[config.mk]
export PLATFORM = sky130hd
export DESIGN_NAME = alu_sequencer_flat
export DESIGN_NICKNAME = d
export VERILOG_FILES = /design/src/rtl/alu_sequencer_if.sv /design/src/rtl/alu_sequencer.sv /design/src/flat_wrapper.sv
export SDC_FILE = /design/constraint.sdc
export NUM_CORES = 1
export LEC_CHECK = 0
export ABC_CLOCK_PERIOD_IN_PS = 1710
export BUFFER_PORTS_ARGS = -buffer_cell sky130_fd_sc_hd__buf_2
export CAP_MARGIN = 20
export CORE_MARGIN = 4
export CORE_UTILIZATION = 40
export DETAILED_ROUTE_END_ITERATION = 16
export SETUP_SLACK_MARGIN = 0.02
export SYNTH_ARGS = -nofsm -noshare
export SYNTH_HDL_FRONTEND = slang
export SYNTH_SLANG_ARGS = --single-unit
[constraint.sdc]
create_clock -name clock -period 1.71 [get_ports clock]
set_clock_uncertainty 0.2 [all_clocks]
set_input_delay 0 -clock clock [delete_from_list [all_inputs] [get_ports clock]]
set_output_delay 0 -clock clock [all_outputs]
set_load 0.005 [all_outputs]
[src/rtl/alu_sequencer_if.sv]
// Instruction handshake, ALU drive/return, flag and debug signals between the
// instruction source / ALU environment (master) and the sequencer (slave).
interface alu_sequencer_if #(
    parameter int unsigned DATA_WIDTH     = 8,
    parameter int unsigned REG_ADDR_WIDTH = 2
);
    logic                      instrValid;
    logic                      instrReady;
    logic [1:0]                instrOp;
    logic [REG_ADDR_WIDTH-1:0] instrRd;
    logic [REG_ADDR_WIDTH-1:0] instrRs;
    logic [DATA_WIDTH-1:0]     instrImm;
    logic [DATA_WIDTH-1:0]     aluOperand1;
    logic [DATA_WIDTH-1:0]     aluOperand2;
    logic                      aluControl;
    logic                      aluEnable;
    logic [DATA_WIDTH-1:0]     aluResult;
    logic                      aluZero;
    logic                      aluOverflow;
    logic                      zeroFlag;
    logic                      carryFlag;
    logic                      done;
    logic [REG_ADDR_WIDTH-1:0] dbgAddr;
    logic [DATA_WIDTH-1:0]     dbgData;

    modport master (
        output instrValid, instrOp, instrRd, instrRs, instrImm,
               aluResult, aluZero, aluOverflow, dbgAddr,
        input  instrReady, aluOperand1, aluOperand2, aluControl, aluEnable,
               zeroFlag, carryFlag, done, dbgData
    );

    modport slave (
        input  instrValid, instrOp, instrRd, instrRs, instrImm,
               aluResult, aluZero, aluOverflow, dbgAddr,
        output instrReady, aluOperand1, aluOperand2, aluControl, aluEnable,
               zeroFlag, carryFlag, done, dbgData
    );
endinterface

[src/rtl/alu_sequencer.sv]
// Issue/writeback sequencer for the 8-bit add/sub ALU: small register file,
// serial IDLE -> ISSUE -> WRITEBACK flow, latched zero/carry flags.
module alu_sequencer #(
    parameter int unsigned DATA_WIDTH     = 8,
    parameter int unsigned REG_ADDR_WIDTH = 2
) (
    input  logic           clock,
    input  logic           resetN,
    alu_sequencer_if.slave bus
);
    localparam int unsigned NUM_REGS = 1 << REG_ADDR_WIDTH;

    localparam logic [1:0] OP_ADD = 2'b00;
    localparam logic [1:0] OP_SUB = 2'b01;
    localparam logic [1:0] OP_LDI = 2'b10;
    localparam logic [1:0] OP_CMP = 2'b11;

    typedef enum logic [1:0] {
        IDLE      = 2'd0,
        ISSUE     = 2'd1,
        WRITEBACK = 2'd2
    } state_t;

    state_t                    state;
    state_t                    state_next;
    logic [1:0]                op_q;
    logic [REG_ADDR_WIDTH-1:0] rd_q;
    logic [DATA_WIDTH-1:0]     regs [NUM_REGS];

    logic accept;
    logic load_ldi;
    logic load_alu;
    logic ready_next;
    logic enable_next;
    logic done_next;

    // Next state plus next values of the registered outputs.
    always_comb begin
        state_next  = state;
        accept      = 1'b0;
        load_ldi    = 1'b0;
        load_alu    = 1'b0;
        done_next   = 1'b0;
        case (state)
            IDLE: begin
                if (bus.instrValid && bus.instrReady) begin
                    accept = 1'b1;
                    if (bus.instrOp == OP_LDI) begin
                        load_ldi  = 1'b1;
                        done_next = 1'b1;
                    end else begin
                        load_alu   = 1'b1;
                        state_next = ISSUE;
                    end
                end
            end
            ISSUE:     state_next = WRITEBACK;
            WRITEBACK: begin
                state_next = IDLE;
                done_next  = 1'b1;
            end
            default:   state_next = IDLE;
        endcase
        ready_next  = (state_next == IDLE);
        enable_next = (state_next == ISSUE);
    end

    always_ff @(posedge clock or negedge resetN) begin
        if (!resetN) begin
            state <= IDLE;
        end else begin
            state <= state_next;
        end
    end

    // Handshake, ALU drive and latched instruction fields.
    always_ff @(posedge clock or negedge resetN) begin
        if (!resetN) begin
            bus.instrReady  <= 1'b1;
            bus.aluEnable   <= 1'b0;
            bus.aluControl  <= 1'b1;
            bus.aluOperand1 <= '0;
            bus.aluOperand2 <= '0;
            bus.done        <= 1'b0;
            op_q            <= OP_ADD;
            rd_q            <= '0;
        end else begin
            bus.instrReady <= ready_next;
            bus.aluEnable  <= enable_next;
            bus.done       <= done_next;
            if (accept) begin
                op_q <= bus.instrOp;
                rd_q <= bus.instrRd;
            end
            // Operands are sampled at the accept edge so they are stable for the whole ISSUE cycle.
            if (load_alu) begin
                bus.aluOperand1 <= regs[bus.instrRd];
                bus.aluOperand2 <= regs[bus.instrRs];
                bus.aluControl  <= (bus.instrOp == OP_ADD);
            end
        end
    end

    // Register file and flags.
    always_ff @(posedge clock or negedge resetN) begin
        if (!resetN) begin
            for (int i = 0; i < int'(NUM_REGS); i++) begin
                regs[i] <= '0;
            end
            bus.zeroFlag  <= 1'b0;
            bus.carryFlag <= 1'b0;
        end else begin
            if (load_ldi) begin
                regs[bus.instrRd] <= bus.instrImm;
            end
            if (state == WRITEBACK) begin
                if (op_q != OP_CMP) begin
                    regs[rd_q] <= bus.aluResult;
                end
                bus.zeroFlag  <= bus.aluZero;
                bus.carryFlag <= bus.aluOverflow;
            end
        end
    end

    assign bus.dbgData = regs[bus.dbgAddr];

    logic unused_ok;
    assign unused_ok = (op_q == OP_SUB);
endmodule

[src/flat_wrapper.sv]
// flat-port wrapper written by rule: the top's interface ports become plain ports
module alu_sequencer_flat 
#(
    parameter int unsigned DATA_WIDTH     = 8,
    parameter int unsigned REG_ADDR_WIDTH = 2
)
  (clock, resetN, bus_instrValid, bus_instrOp, bus_instrRd, bus_instrRs, bus_instrImm, bus_aluResult, bus_aluZero, bus_aluOverflow, bus_dbgAddr, bus_instrReady, bus_aluOperand1, bus_aluOperand2, bus_aluControl, bus_aluEnable, bus_zeroFlag, bus_carryFlag, bus_done, bus_dbgData);
  alu_sequencer_if #(.DATA_WIDTH(DATA_WIDTH), .REG_ADDR_WIDTH(REG_ADDR_WIDTH)) bus_i ();
  input  logic clock;
  input  logic resetN;
  input wire logic [$bits(bus_i.instrValid)-1:0] bus_instrValid;
  input wire logic [$bits(bus_i.instrOp)-1:0] bus_instrOp;
  input wire logic [$bits(bus_i.instrRd)-1:0] bus_instrRd;
  input wire logic [$bits(bus_i.instrRs)-1:0] bus_instrRs;
  input wire logic [$bits(bus_i.instrImm)-1:0] bus_instrImm;
  input wire logic [$bits(bus_i.aluResult)-1:0] bus_aluResult;
  input wire logic [$bits(bus_i.aluZero)-1:0] bus_aluZero;
  input wire logic [$bits(bus_i.aluOverflow)-1:0] bus_aluOverflow;
  input wire logic [$bits(bus_i.dbgAddr)-1:0] bus_dbgAddr;
  output wire logic [$bits(bus_i.instrReady)-1:0] bus_instrReady;
  output wire logic [$bits(bus_i.aluOperand1)-1:0] bus_aluOperand1;
  output wire logic [$bits(bus_i.aluOperand2)-1:0] bus_aluOperand2;
  output wire logic [$bits(bus_i.aluControl)-1:0] bus_aluControl;
  output wire logic [$bits(bus_i.aluEnable)-1:0] bus_aluEnable;
  output wire logic [$bits(bus_i.zeroFlag)-1:0] bus_zeroFlag;
  output wire logic [$bits(bus_i.carryFlag)-1:0] bus_carryFlag;
  output wire logic [$bits(bus_i.done)-1:0] bus_done;
  output wire logic [$bits(bus_i.dbgData)-1:0] bus_dbgData;
  assign bus_i.instrValid = bus_instrValid;
  assign bus_i.instrOp = bus_instrOp;
  assign bus_i.instrRd = bus_instrRd;
  assign bus_i.instrRs = bus_instrRs;
  assign bus_i.instrImm = bus_instrImm;
  assign bus_i.aluResult = bus_aluResult;
  assign bus_i.aluZero = bus_aluZero;
  assign bus_i.aluOverflow = bus_aluOverflow;
  assign bus_i.dbgAddr = bus_dbgAddr;
  assign bus_instrReady = bus_i.instrReady;
  assign bus_aluOperand1 = bus_i.aluOperand1;
  assign bus_aluOperand2 = bus_i.aluOperand2;
  assign bus_aluControl = bus_i.aluControl;
  assign bus_aluEnable = bus_i.aluEnable;
  assign bus_zeroFlag = bus_i.zeroFlag;
  assign bus_carryFlag = bus_i.carryFlag;
  assign bus_done = bus_i.done;
  assign bus_dbgData = bus_i.dbgData;
  alu_sequencer #(.DATA_WIDTH(DATA_WIDTH), .REG_ADDR_WIDTH(REG_ADDR_WIDTH)) u_core (.clock(clock), .resetN(resetN), .bus(bus_i));
endmodule
After elaboration in Yosys (flattened, before gate mapping)
Cells that the tools add are included.
- reductions and logical operators: 6
- multiplexer cells: 30
- order comparisons: 6
- equality and inequality tests: 5
- bitwise logic cells: 4
- operators with widths (cell ; number):
    32-bit 2-to-1 mux ; 3
    32-bit bitwise mux ; 2
    8-bit 2-to-1 mux ; 8
    8-bit binary-select mux with 2-bit select ; 3
    8-bit demux with 2-bit select ; 2
    3-bit >= comparator, second input constant ; 4
    2-bit NOT with 3-bit output ; 4
    1-bit 2-to-1 mux ; 8
    2-bit logical NOT ; 3
    3-bit by 1-bit < comparator with 1-bit output, second input constant ; 2
    2-bit by 1-bit equality test with 1-bit output, second input constant ; 2
    2-bit equality test, second input constant ; 2
    2-bit 2-to-1 mux ; 2
    2-bit one-hot mux with 2 select lines ; 1
    1-bit logical AND ; 3
    2-bit != test, second input constant ; 1
    1-bit one-hot mux with 2 select lines ; 1
- logic and storage cells: 66
- register bits after elaboration: 60
- output and inout bits: 30

Depth between registers and ports, before layout
Gate-level depths: netlist of the first run.
- word-level depth: 10
- depth in mapped cells: 6
- depth with buffers taken out: 4

Worst setup path after synthesis of the first run
Ideal clock, no wire load.
- path type: register -> register
- start: reg u_core.bus.instrReady
- end: reg u_core.bus.aluOperand1[0]
- data arrival time: 1.474 ns
- library setup time: 0.125 ns
- data required time: 1.385 ns
- clock period less this slack: 1.799 ns
- cell stages (with the launch flop): 6
- slack: -0.089 ns
- path buffers: 2
- cell sequence: dfstp_2 > and4bb_1 > nor2b_4 > buf_6 > buf_8 > mux2_4
- word-level cells in the longest chain between the ends: 3
- RTL lines (item ; RTL line ; source):
    from (decl) ; alu_sequencer_if.sv:36 ; output instrReady, aluOperand1, aluOperand2, aluControl, aluEnable,
    from (signal assigned) ; alu_sequencer.sv:88 ; bus.instrReady <= ready_next;
    1-bit logical AND ; alu_sequencer.sv:46 ; if (bus.instrValid && bus.instrReady) begin
    1-bit 2-to-1 mux ; alu_sequencer.sv:46 ;
    1-bit 2-to-1 mux ; alu_sequencer.sv:44 ; case (state)
    to (signal assigned) ; alu_sequencer.sv:97 ; bus.aluOperand1 <= regs[bus.instrRd];
    to (decl) ; alu_sequencer_if.sv:36 ;
No other way between the ends.
A chain may end at the register's enable or synchronous reset.

Worst setup path after layout of the first run
- start: reg u_core.bus.instrReady
- end: reg u_core.bus.aluOperand1[3]
Same word-level chain as after synthesis.

==> results.toml, run 1 <==
[run_status]
status = "finished, violations left"
violations = "negative setup slack"

[power]
switching_share = 0.3092
clock_power_share = 0.203
p_leak_nw = 1.959
seqPwrFrac = 0.416
p_comb_frac = 0.381
power.internal_mw = 4.444
power_density_nw_per_um2 = 1516
total_power_mw = 6.433
worst_ir_drop_vdd_uv = 684.2
power.switching_mw = 1.989

[sta]
finalWorstSetupSlack_ns = -0.1240
setup-tns-final_ns = -4.440
setup_violations = 48
fmax_mhz = 545.3
finalHoldViolations = 0
rsz0062_at_grt = "yes"
worst_pin_slew_ns = 0.5299
min_period_ns = 1.834
post-route-period-util = 1.073
hold_slack_ns = 0.02215
drv_slew = 0
relSlewSlack = 0.6467

[clock_network]
cts_buffers = 9
insertion_delay_ns = 0.33
cts.sinks = 60
cts_buffer_depth = 2
htreeDepth = 3
cts_tree = "yes"
clkTransAtPathRegs_ns = 0.07
root_buffer = "clkbuf_8"

[floorplanning]
die-width_um = 97.82
io_pins = 59
start_util = 0.4154
die_area_um2 = 9568
num_rows = 32
die_y_um = 97.82
core_area_um2 = 7767

[worst_setup_path]
cp.arrival_ns = 1.85
required_ns = 1.73
cp_max_fo = 11
worstSetupPathType = "reg -> reg"
cp-start-kind = "flip-flop"
worstSetupEndpointType = "flip-flop"

[logic_synthesis]
synth_top_cell_by_area = "dfrtp_1"
synth.top_cell.area_share = 0.4498
postSynthAreaPerCell_um2 = 13.45
synth.area.top_cells = "dfrtp_1 45%, mux4_2 17%, mux2i_1 9.9%, mux2_2 4.5%, a21oi_1 4.0%"
syn_area_um2 = 3227
yosysSeqAreaShare = 0.4661
synth-seq-cells = 60
syn-instance-count = 240
ys_types = 27
synthFlopType = "dfrtp_1"
synth_fp_nets = 269
ys_warn_count = 0
async_reset_ff_frac = 1.000
synth_edf_count = 0

[placed_design]
portBuffers = 58
gp_congestion = 0.8013
dp_cells = 400
dpl.hpwl_mm = 5.388

[final_layout]
drive_above_1_share = 0.4379
final_util = 0.5462
area_growth_syn_to_layout_pct = 31.49
layout.nets = 362
layout.cells.non_filler = 440
antenna_cells_inserted = 0

[route]
via_per_inst = 5.207
vias = 2291
drc = 0
wl_per_cell_um = 17.81
firstDrtPassIters = 4
antenna_left = 0
dr.first_iter.drc_count = 87
wirelength_mm = 7.835

[global_route]
globalRouteTotalUtil = 0.1732
overflow = 0
grt_max_degree = 29
antenna_found_initial = 0
grt_pass1_vias = 2320
grt_pass1_wl_mm = 12.97

[worst_hold_path]
hold_path_class = "in -> reg"

[job]
cap_viol_max_count = 0
[worst max-delay path, cell delays in order (launching register included)]
cell and delay, ns:
dfstp_2 0.52, and4bb_2 0.30, nor2b_4 0.23, buf_12 0.17, mux2_4 0.30
[kinds of logic (layout without fill, tap and decap cells)]
kind of cell,count (synthesis),after routing,share of synthesized area
flops,60,60,0.4661
buf+inv,19,117,0.04265
compound gates,35,35,0.05506
mux,78,78,0.3529
simple gates,48,48,0.08337
[synth_stat cells (3+ instances only)]
cell type  count
a21oi_1       26
buf_2          8
buf_6          5
dfrtp_1       58
mux2_2        13
mux2_4         8
mux2i_1       32
mux4_2        24
nand2_1        9
nor2_1        25
nor2b_1        3
o21ai_1        8
[cell type report]
cell class	instances	area, µm²
clock buffer	12	155.1
clock inverter	4	47.55
fill	686	3525
inverter	1	3.754
multi-input combinational	161	1638
sequential	60	1504
tap	102	127.6
timing repair buffer	100	767.0
[layout by cell type (no fill, tap or decap)]
| cell | instances |
|---|---|
| and4bb_2 | 2 |
| nand2_1 | 9 |
| inv_1 | 1 |
| clkbuf_8 | 11 |
| a21o_1 | 1 |
| dfstp_2 | 2 |
| and4_4 | 1 |
| buf_2 | 58 |
| mux2_4 | 16 |
| o21ai_1 | 8 |
| buf_12 | 8 |
| a21oi_1 | 26 |
| and4bb_1 | 1 |
| nand4b_4 | 2 |
| clkbuf_1 | 1 |
| buf_6 | 1 |
| and2b_2 | 1 |
| nand4_1 | 1 |
| nor2b_4 | 1 |
| buf_4 | 10 |
| mux2i_1 | 32 |
| nor2b_1 | 2 |
| bufinv_16 | 1 |
| clkinv_2 | 2 |
| mux2_2 | 6 |
| nor2b_2 | 1 |
| nand4b_1 | 2 |
| dlygate4sd3_1 | 23 |
| clkinvlp_4 | 1 |
| nor2_1 | 25 |
| mux4_2 | 24 |
| dfrtp_1 | 58 |
[timing repair]
item | 4_1_cts | 5_1_grt
gates resized for setup | 6 | 8
pin swaps | 0 | 15
hold buffers | 23 | 0
cloned | 0 | 0
endpoints found under the hold margin | 100 | 0
setup endpoints to repair | 48 | 50
setup buffers | 0 | 1
[stage by stage]
stage | setup slack [ns] | instance area [µm²]
2_1_floorplan | -0.08888 | 3227
3_3_place_gp | -0.1078 | 3746
3_5_place_dp | -0.1452 | 3746
4_1_cts | -0.1353 | 4198
5_1_grt | -0.1991 | 4243
6_report | -0.1240 | 4243
[final timing paths]
kind | from | endpoint | slack [ns] | cells after the start
setup / recovery | u_core.bus.instrReady | u_core.bus.aluOperand1[3] | -0.12 | 4
hold / removal | bus_instrRs[1] | u_core.bus.aluOperand2[2] | 0.02 | 3
setup reg to reg | u_core.bus.instrReady | u_core.bus.aluOperand1[3] | -0.12 | 4
hold reg to reg | u_core.state[1] | u_core.state[1] | 0.27 | 1
max in group asynchronous | resetN | u_core.regs[12] | 0.22 | 4
min in group asynchronous | resetN | u_core.regs[30] | 0.51 | 3
[registers in the layout, indices dropped and copies added, names as in the netlist]
register	count
u_core.bus.aluOperand1	8
u_core.bus.instrReady	1
u_core.state	2
u_core.op_q	2
u_core.bus.carryFlag	1
u_core.bus.done	1
u_core.bus.aluControl	1
u_core.bus.aluOperand2	8
u_core.regs	32
u_core.bus.zeroFlag	1
u_core.rd_q	2
u_core.bus.aluEnable	1
[power groups by stage]
stage / Sequential [mW] / Clock [mW] / Combinational, mW
after floorplan: 2.56 / 0 / 1.57
after global placement: 2.63 / 0 / 2.29
after detailed placement: 2.68 / 0 / 2.33
after CTS: 2.65 / 1.35 / 2.43
after global routing: 2.78 / 1.41 / 2.68
final: 2.68 / 1.30 / 2.45
[routing by layer]
layer	track usage	share of wire	vias up
met5	0	0	-
met4	0.06390	0.014	0
met3	0.02786	0.036	10
met2	0.2736	0.49	61
met1	0.2425	0.46	1136
li1	-	-	1084
No activity file was read; power rests on OpenSTA's default activity.
==> run 2: changes to the inputs <==
- CORE_UTILIZATION: 40 -> 49
- PLACE_DENSITY: default -> 0.74
==> results.toml, run 2 (same netlist as run 1, synthesis figures left out) <==
[global_route]
grt_pass1_wl_mm = 12.30
antenna_found_initial = 0
globalRouteTotalUtil = 0.2109
grt_max_degree = 39
grt_pass1_vias = 2338
overflow = 0

[power]
switching_share = 0.3085
power_density_nw_per_um2 = 1533
p_leak_nw = 1.947
total_power_mw = 6.421
worst_ir_drop_vdd_uv = 813.9
seqPwrFrac = 0.420
p_comb_frac = 0.379
power.switching_mw = 1.981
power.internal_mw = 4.440
clock_power_share = 0.201

[route]
vias = 2384
dr.first_iter.drc_count = 161
wl_per_cell_um = 18.34
wirelength_mm = 7.666
drc = 0
antenna_left = 0
firstDrtPassIters = 4
via_per_inst = 5.703

[placed_design]
portBuffers = 58
post-place-ws_ns = -0.1735
gp_congestion = 0.7794
dpl.hpwl_mm = 5.075
dp_cells = 379

[worst_setup_path]
crit_slowest_cell = "dfstp_2"
r2r_end = "u_core.regs[6]"
crit_path_cell_trace = "and4bb_4 -> and4_4 -> buf_12 -> mux2i_2 -> a21oi_1"
reg2reg_depth = 5
cp_slowest_stage_delay_ns = 0.53
worstSetupStartpoint = "u_core.bus.instrReady"
worstSetupPathType = "reg -> reg"
cp-start-kind = "flip-flop"
worstSetupEndpointType = "flip-flop"
rrSetupSlack_ns = -0.15
cp.arrival_ns = 1.88
r2r_start = "u_core.bus.instrReady"
cp_max_fo = 8
cp-endpoint = "u_core.regs[6]"
required_ns = 1.73

[clock_network]
cts_buffers = 9
htreeDepth = 3
root_buffer = "clkbuf_8"
clkTransAtPathRegs_ns = 0.06
cts_tree = "yes"
cts.sinks = 60
insertion_delay_ns = 0.34
cts_buffer_depth = 2

[sta]
drv_slew = 0
fmax_mhz = 538.3
setup-tns-final_ns = -3.261
post-route-period-util = 1.086
setup_violations = 40
min_period_ns = 1.858
relSlewSlack = 0.6722
rsz0062_at_grt = "yes"
worst_pin_slew_ns = 0.4917
finalWorstSetupSlack_ns = -0.1478
finalHoldViolations = 0

[floorplanning]
die_y_um = 89.15
num_rows = 29
core_area_um2 = 6386
io_pins = 59
die_area_um2 = 7948
die-width_um = 89.15
start_util = 0.5053

[final_layout]
final_cell_mix = "58 x buf_2, 58 x dfrtp_1, 30 x mux2i_1"
layout.cells.non_filler = 418
area_growth_syn_to_layout_pct = 29.78
antenna_cells_inserted = 0
largest_reg_flops = 32
regMostFlops = "u_core.regs"
drive_above_1_share = 0.4428
layout.nets = 365
reg_top3 = "u_core.regs (32), u_core.bus.aluOperand1 (8), u_core.bus.aluOperand2 (8)"
final_util = 0.6558

[run_status]
status = "finished, violations left"
violations = "negative setup slack"

[job]
cap_viol_max_count = 0

[worst_hold_path]
hold_path_class = "in -> reg"
## run 2: cell count changes in the layout (fill, tap and decap cells not counted), moves of 2 or more
| cell | delta |
|---|---|
| mux2i_2 | +2 |
| clkbuf_1 | +2 |
| mux2i_1 | -2 |
| buf_12 | -5 |
| buf_4 | +2 |
| buf_6 | +6 |
## run 2: power by group through the flow
| stage | Clock [mW] | Sequential, mW | Combinational (mW) |
|---|---|---|---|
| CTS | 1.32 | 2.66 | 2.36 |
| detailed placement | 0 | 2.68 | 2.29 |
| finish | 1.29 | 2.69 | 2.43 |
| global placement | 0 | 2.63 | 2.23 |
| floorplan | 0 | 2.56 | 1.57 |
| global route | 1.39 | 2.79 | 2.65 |
## run 2: how the worst min path moves through the flow
stage                    from                        end  slack, ns  cells after the start
2_1_floorplan          resetN       u_core.bus.aluEnable      -0.50                      0
3_5_place_dp           resetN       u_core.bus.carryFlag      -0.40                      1
5_1_grt        bus_instrRs[1]  u_core.bus.aluOperand2[4]       0.04                      3
6_report       bus_instrRd[1]  u_core.bus.aluOperand1[6]       0.04                      3
3_3_place_gp           resetN        u_core.bus.zeroFlag      -0.40                      1
4_1_cts        bus_instrRd[1]  u_core.bus.aluOperand1[6]      0.006                      3
## run 2: per-stage QoR
stage	instance area, µm²	hold slack [ns]
after global placement	3682	-0.3996
after floorplan	3227	-0.4956
final	4188	0.03992
after CTS	4133	0.006178
after global routing	4188	0.04348
after detailed placement	3682	-0.3966
## run 2: cell type report
class	instances	area [µm²]
inverters	1	3.754
multi-input cells	161	1637
well taps	77	96.34
clock buffers	14	162.7
fillers	497	2198
repair buffers	103	749.5
flip-flops and latches	60	1504
clock inverters	2	35.03
## run 2: layer usage
metal | wire [µm] | track usage | vias up | part of all wire
met3 | 414 | 0.04055 | 13 | 0.054
met1 | 3089 | 0.2735 | 1213 | 0.40
met5 | 0 | 0 | - | 0
li1 | - | - | 1089 | -
met2 | 4017 | 0.3510 | 69 | 0.52
met4 | 144 | 0.08254 | 0 | 0.019
## run 2: repair_timing
item | CTS | global route
hold buffers | 23 | 0
buffers inserted | 0 | 0
pin swaps | 1 | 17
endpoints found under the hold margin | 99 | 0
gates resized for setup | 7 | 15
setup endpoints to repair | 48 | 54
## run 2: worst max-delay path, delay by kind of cell (launching register included)
kind                   cells  cell delay (ns)
muxes                      1             0.24
and+or+nand+nor            2             0.53
AOI/OAI and AO/OA          1             0.09
buffers and inverters      1             0.14
DFF                        1             0.53
==> run 3: changes to the inputs <==
- ABC_AREA: default -> 1
- GPL_TIMING_DRIVEN: default -> 1
==> results.toml, run 3 <==
[run_status]
status = "finished, final reports clean"

[clock_network]
root_buffer = "clkbuf_8"
cts.sinks = 60
cts_tree = "yes"
cts_buffers = 9
insertion_delay_ns = 0.35
htreeDepth = 3
cts_buffer_depth = 2
clkTransAtPathRegs_ns = 0.07

[logic_synthesis]
synth.most_common_cell = "nand2_1"
synth-seq-cells = 60
synth-simple-area-share = 0.3838
synth.area.mux_share = 0
async_reset_ff_frac = 1.000
synth.area.top_cells = "dfrtp_1 41%, nand2_1 16%, nor2_1 13%, o21ai_0 5.0%, a21oi_1 4.6%"
syn-instance-count = 525
yosysSeqAreaShare = 0.4206
postSynthAreaPerCell_um2 = 6.811
synthFlopType = "dfrtp_1"
synth.top_cell.area_share = 0.4059
synth_edf_count = 0
synthAdderAreaFrac = 0
synth_top_family_by_area = "simple AND/OR/NAND/NOR gates"
synth_top_cell_by_area = "dfrtp_1"
syn_area_um2 = 3576
ys_types = 26
synth_xor_area_frac = 0
synth-compound-area-share = 0.1249
synth_fp_nets = 554
synthTopCellsByCount = "149 x nand2_1, 120 x nor2_1, 58 x dfrtp_1, 36 x o21ai_0"
ys_warn_count = 0

[sta]
finalWorstSetupSlack_ns = 0.05330
relSlewSlack = 0.5259
post-route-period-util = 0.9688
min_period_ns = 1.657
fmax_mhz = 603.6
rsz0062_at_grt = "yes"
drv_slew = 0
setup_violations = 0
worst_pin_slew_ns = 0.7088
finalHoldViolations = 0

[route]
antenna_left = 0
via_per_inst = 5.349
firstDrtPassIters = 5
wl_per_cell_um = 14.04
vias = 3889
drc = 0
drt-met1-wl_mm = 4.487
wirelength_mm = 10.20
highest_layer = "met4"
dr.first_iter.drc_count = 263
wl_met2_mm = 4.582
met3_length_um = 949

[final_layout]
reg_top3 = "u_core.regs (32), u_core.bus.aluOperand1 (8), u_core.bus.aluOperand2 (8)"
layout.cells.non_filler = 727
layout.nets = 655
final_common_cell = "nand2_1"
drive_above_1_share = 0.1997
final_util = 0.6645
area_growth_syn_to_layout_pct = 29.04
regMostFlops = "u_core.regs"
final_cell_mix = "147 x nand2_1, 120 x nor2_1, 58 x buf_2"
largest_reg_flops = 32
antenna_cells_inserted = 0

[placed_design]
dp_cells = 679
portBuffers = 58
gp_congestion = 0.8948
dpl.hpwl_mm = 7.415
post-place-ws_ns = 0.03537

[worst_hold_path]
hold_end = "u_core.bus.aluOperand2[2]"
hp-start = "bus_instrRs[0]"
min_path_cells = 6
hold_path_class = "in -> reg"

[worst_setup_path]
r2r_end = "u_core.regs[23]"
critPathBufInv = 2
cp-start-kind = "flip-flop"
rrSetupSlack_ns = 0.05
required_ns = 1.79
cp_slowest_stage_delay_ns = 0.43
cp_max_fo = 6
crit_path_cell_trace = "inv_2 -> nor2_4 -> nand2_2 -> nor2_4 -> buf_4 -> nor2_1 -> a21oi_1"
reg2reg_depth = 7
cp.arrival_ns = 1.73
critPathMostFrequentCell = "nor2_4"
cp_top_family = "simple AND/OR/NAND/NOR gates"
worstSetupEndpointType = "flip-flop"
worstSetupStartpoint = "u_core.state[1]"
crit_slowest_cell = "dfrtp_1"
r2r_start = "u_core.state[1]"
worstSetupPathType = "reg -> reg"

[global_route]
overflow = 0
grt_pass1_vias = 3422
grt_max_degree = 43
globalRouteTotalUtil = 0.2473
grt_pass1_wl_mm = 17.01
antenna_found_initial = 0

[floorplanning]
io_pins = 59
die-width_um = 93.43
die_y_um = 93.43
core_area_um2 = 6944
die_area_um2 = 8728
start_util = 0.5150
num_rows = 30

[power]
power_density_nw_per_um2 = 1427
p_leak_nw = 2.296
worst_ir_drop_vdd_uv = 931.0

[job]
cap_viol_max_count = 0
## run 3: cell families after synthesis
logic type | Yosys count
AOI/OAI and AO/OA | 85
and+or+nand+nor | 324
buffers and inverters | 56
DFF | 60
## run 3: tightest hold or removal path: stages
cell and delay [ns]:
buf_2 0.10, buf_4 0.17, nor2_1 0.11, o22ai_1 0.08
nand2_1 0.05, nand2_1 0.04
## run 3: worst max path at each step
stage                           endpoint  slack, ns  depth (start not counted)
2_1_floorplan  u_core.bus.aluOperand1[1]       0.10                          9
3_3_place_gp             u_core.regs[16]       0.06                          7
3_5_place_dp             u_core.regs[22]       0.04                          6
4_1_cts                  u_core.regs[22]       0.02                          6
5_1_grt                  u_core.regs[20]      -0.01                          7
6_report                 u_core.regs[23]       0.05                          7
## run 3: power by group
group / switching (mW) / internal (mW) / total (mW)
combinational: 1.36 / 1.11 / 2.47
sequential: 0.703 / 2.12 / 2.82
clock: 0.586 / 0.705 / 1.29
## run 3: per-layer routing
metal  vias to the layer above  track usage
met5                         -            0
met4                         0      0.09646
met3                        14      0.03781
met2                       192       0.3716
met1                      1787       0.3567
li1                       1896            -
## run 3: layout make-up
| type | instances | area (µm²) |
|---|---|---|
| Fill cell | 616 | 2330 |
| Multi-Input combinational cell | 409 | 1863 |
| Sequential cell | 60 | 1505 |
| Timing Repair Buffer | 107 | 783.3 |
| Inverter | 39 | 148.9 |
| Clock buffer | 11 | 141.4 |
| Tap cell | 96 | 120.1 |
| Clock inverter | 5 | 52.55 |
## run 3: repair_timing
action | 4_1_cts | 5_1_grt
resized for setup | 0 | 14
hold buffers | 27 | 0
endpoints found under the hold margin | 108 | 0
setup endpoints to repair | 0 | 48
setup buffers | 0 | 5
## run 3: metrics by stage
stage / setup TNS [ns] / cell area (µm²) / hold WS [ns] / power, mW
after floorplan: 0 / 3576 / -0.4956 / 4.175
after global placement: 0 / 4058 / -0.2432 / 5.030
after detailed placement: 0 / 4058 / -0.2441 / 5.137
after CTS: 0 / 4522 / 0.03297 / 6.488
after global routing: -0.03312 / 4614 / 0.1088 / 7.083
final: 0 / 4614 / 0.04185 / 6.585
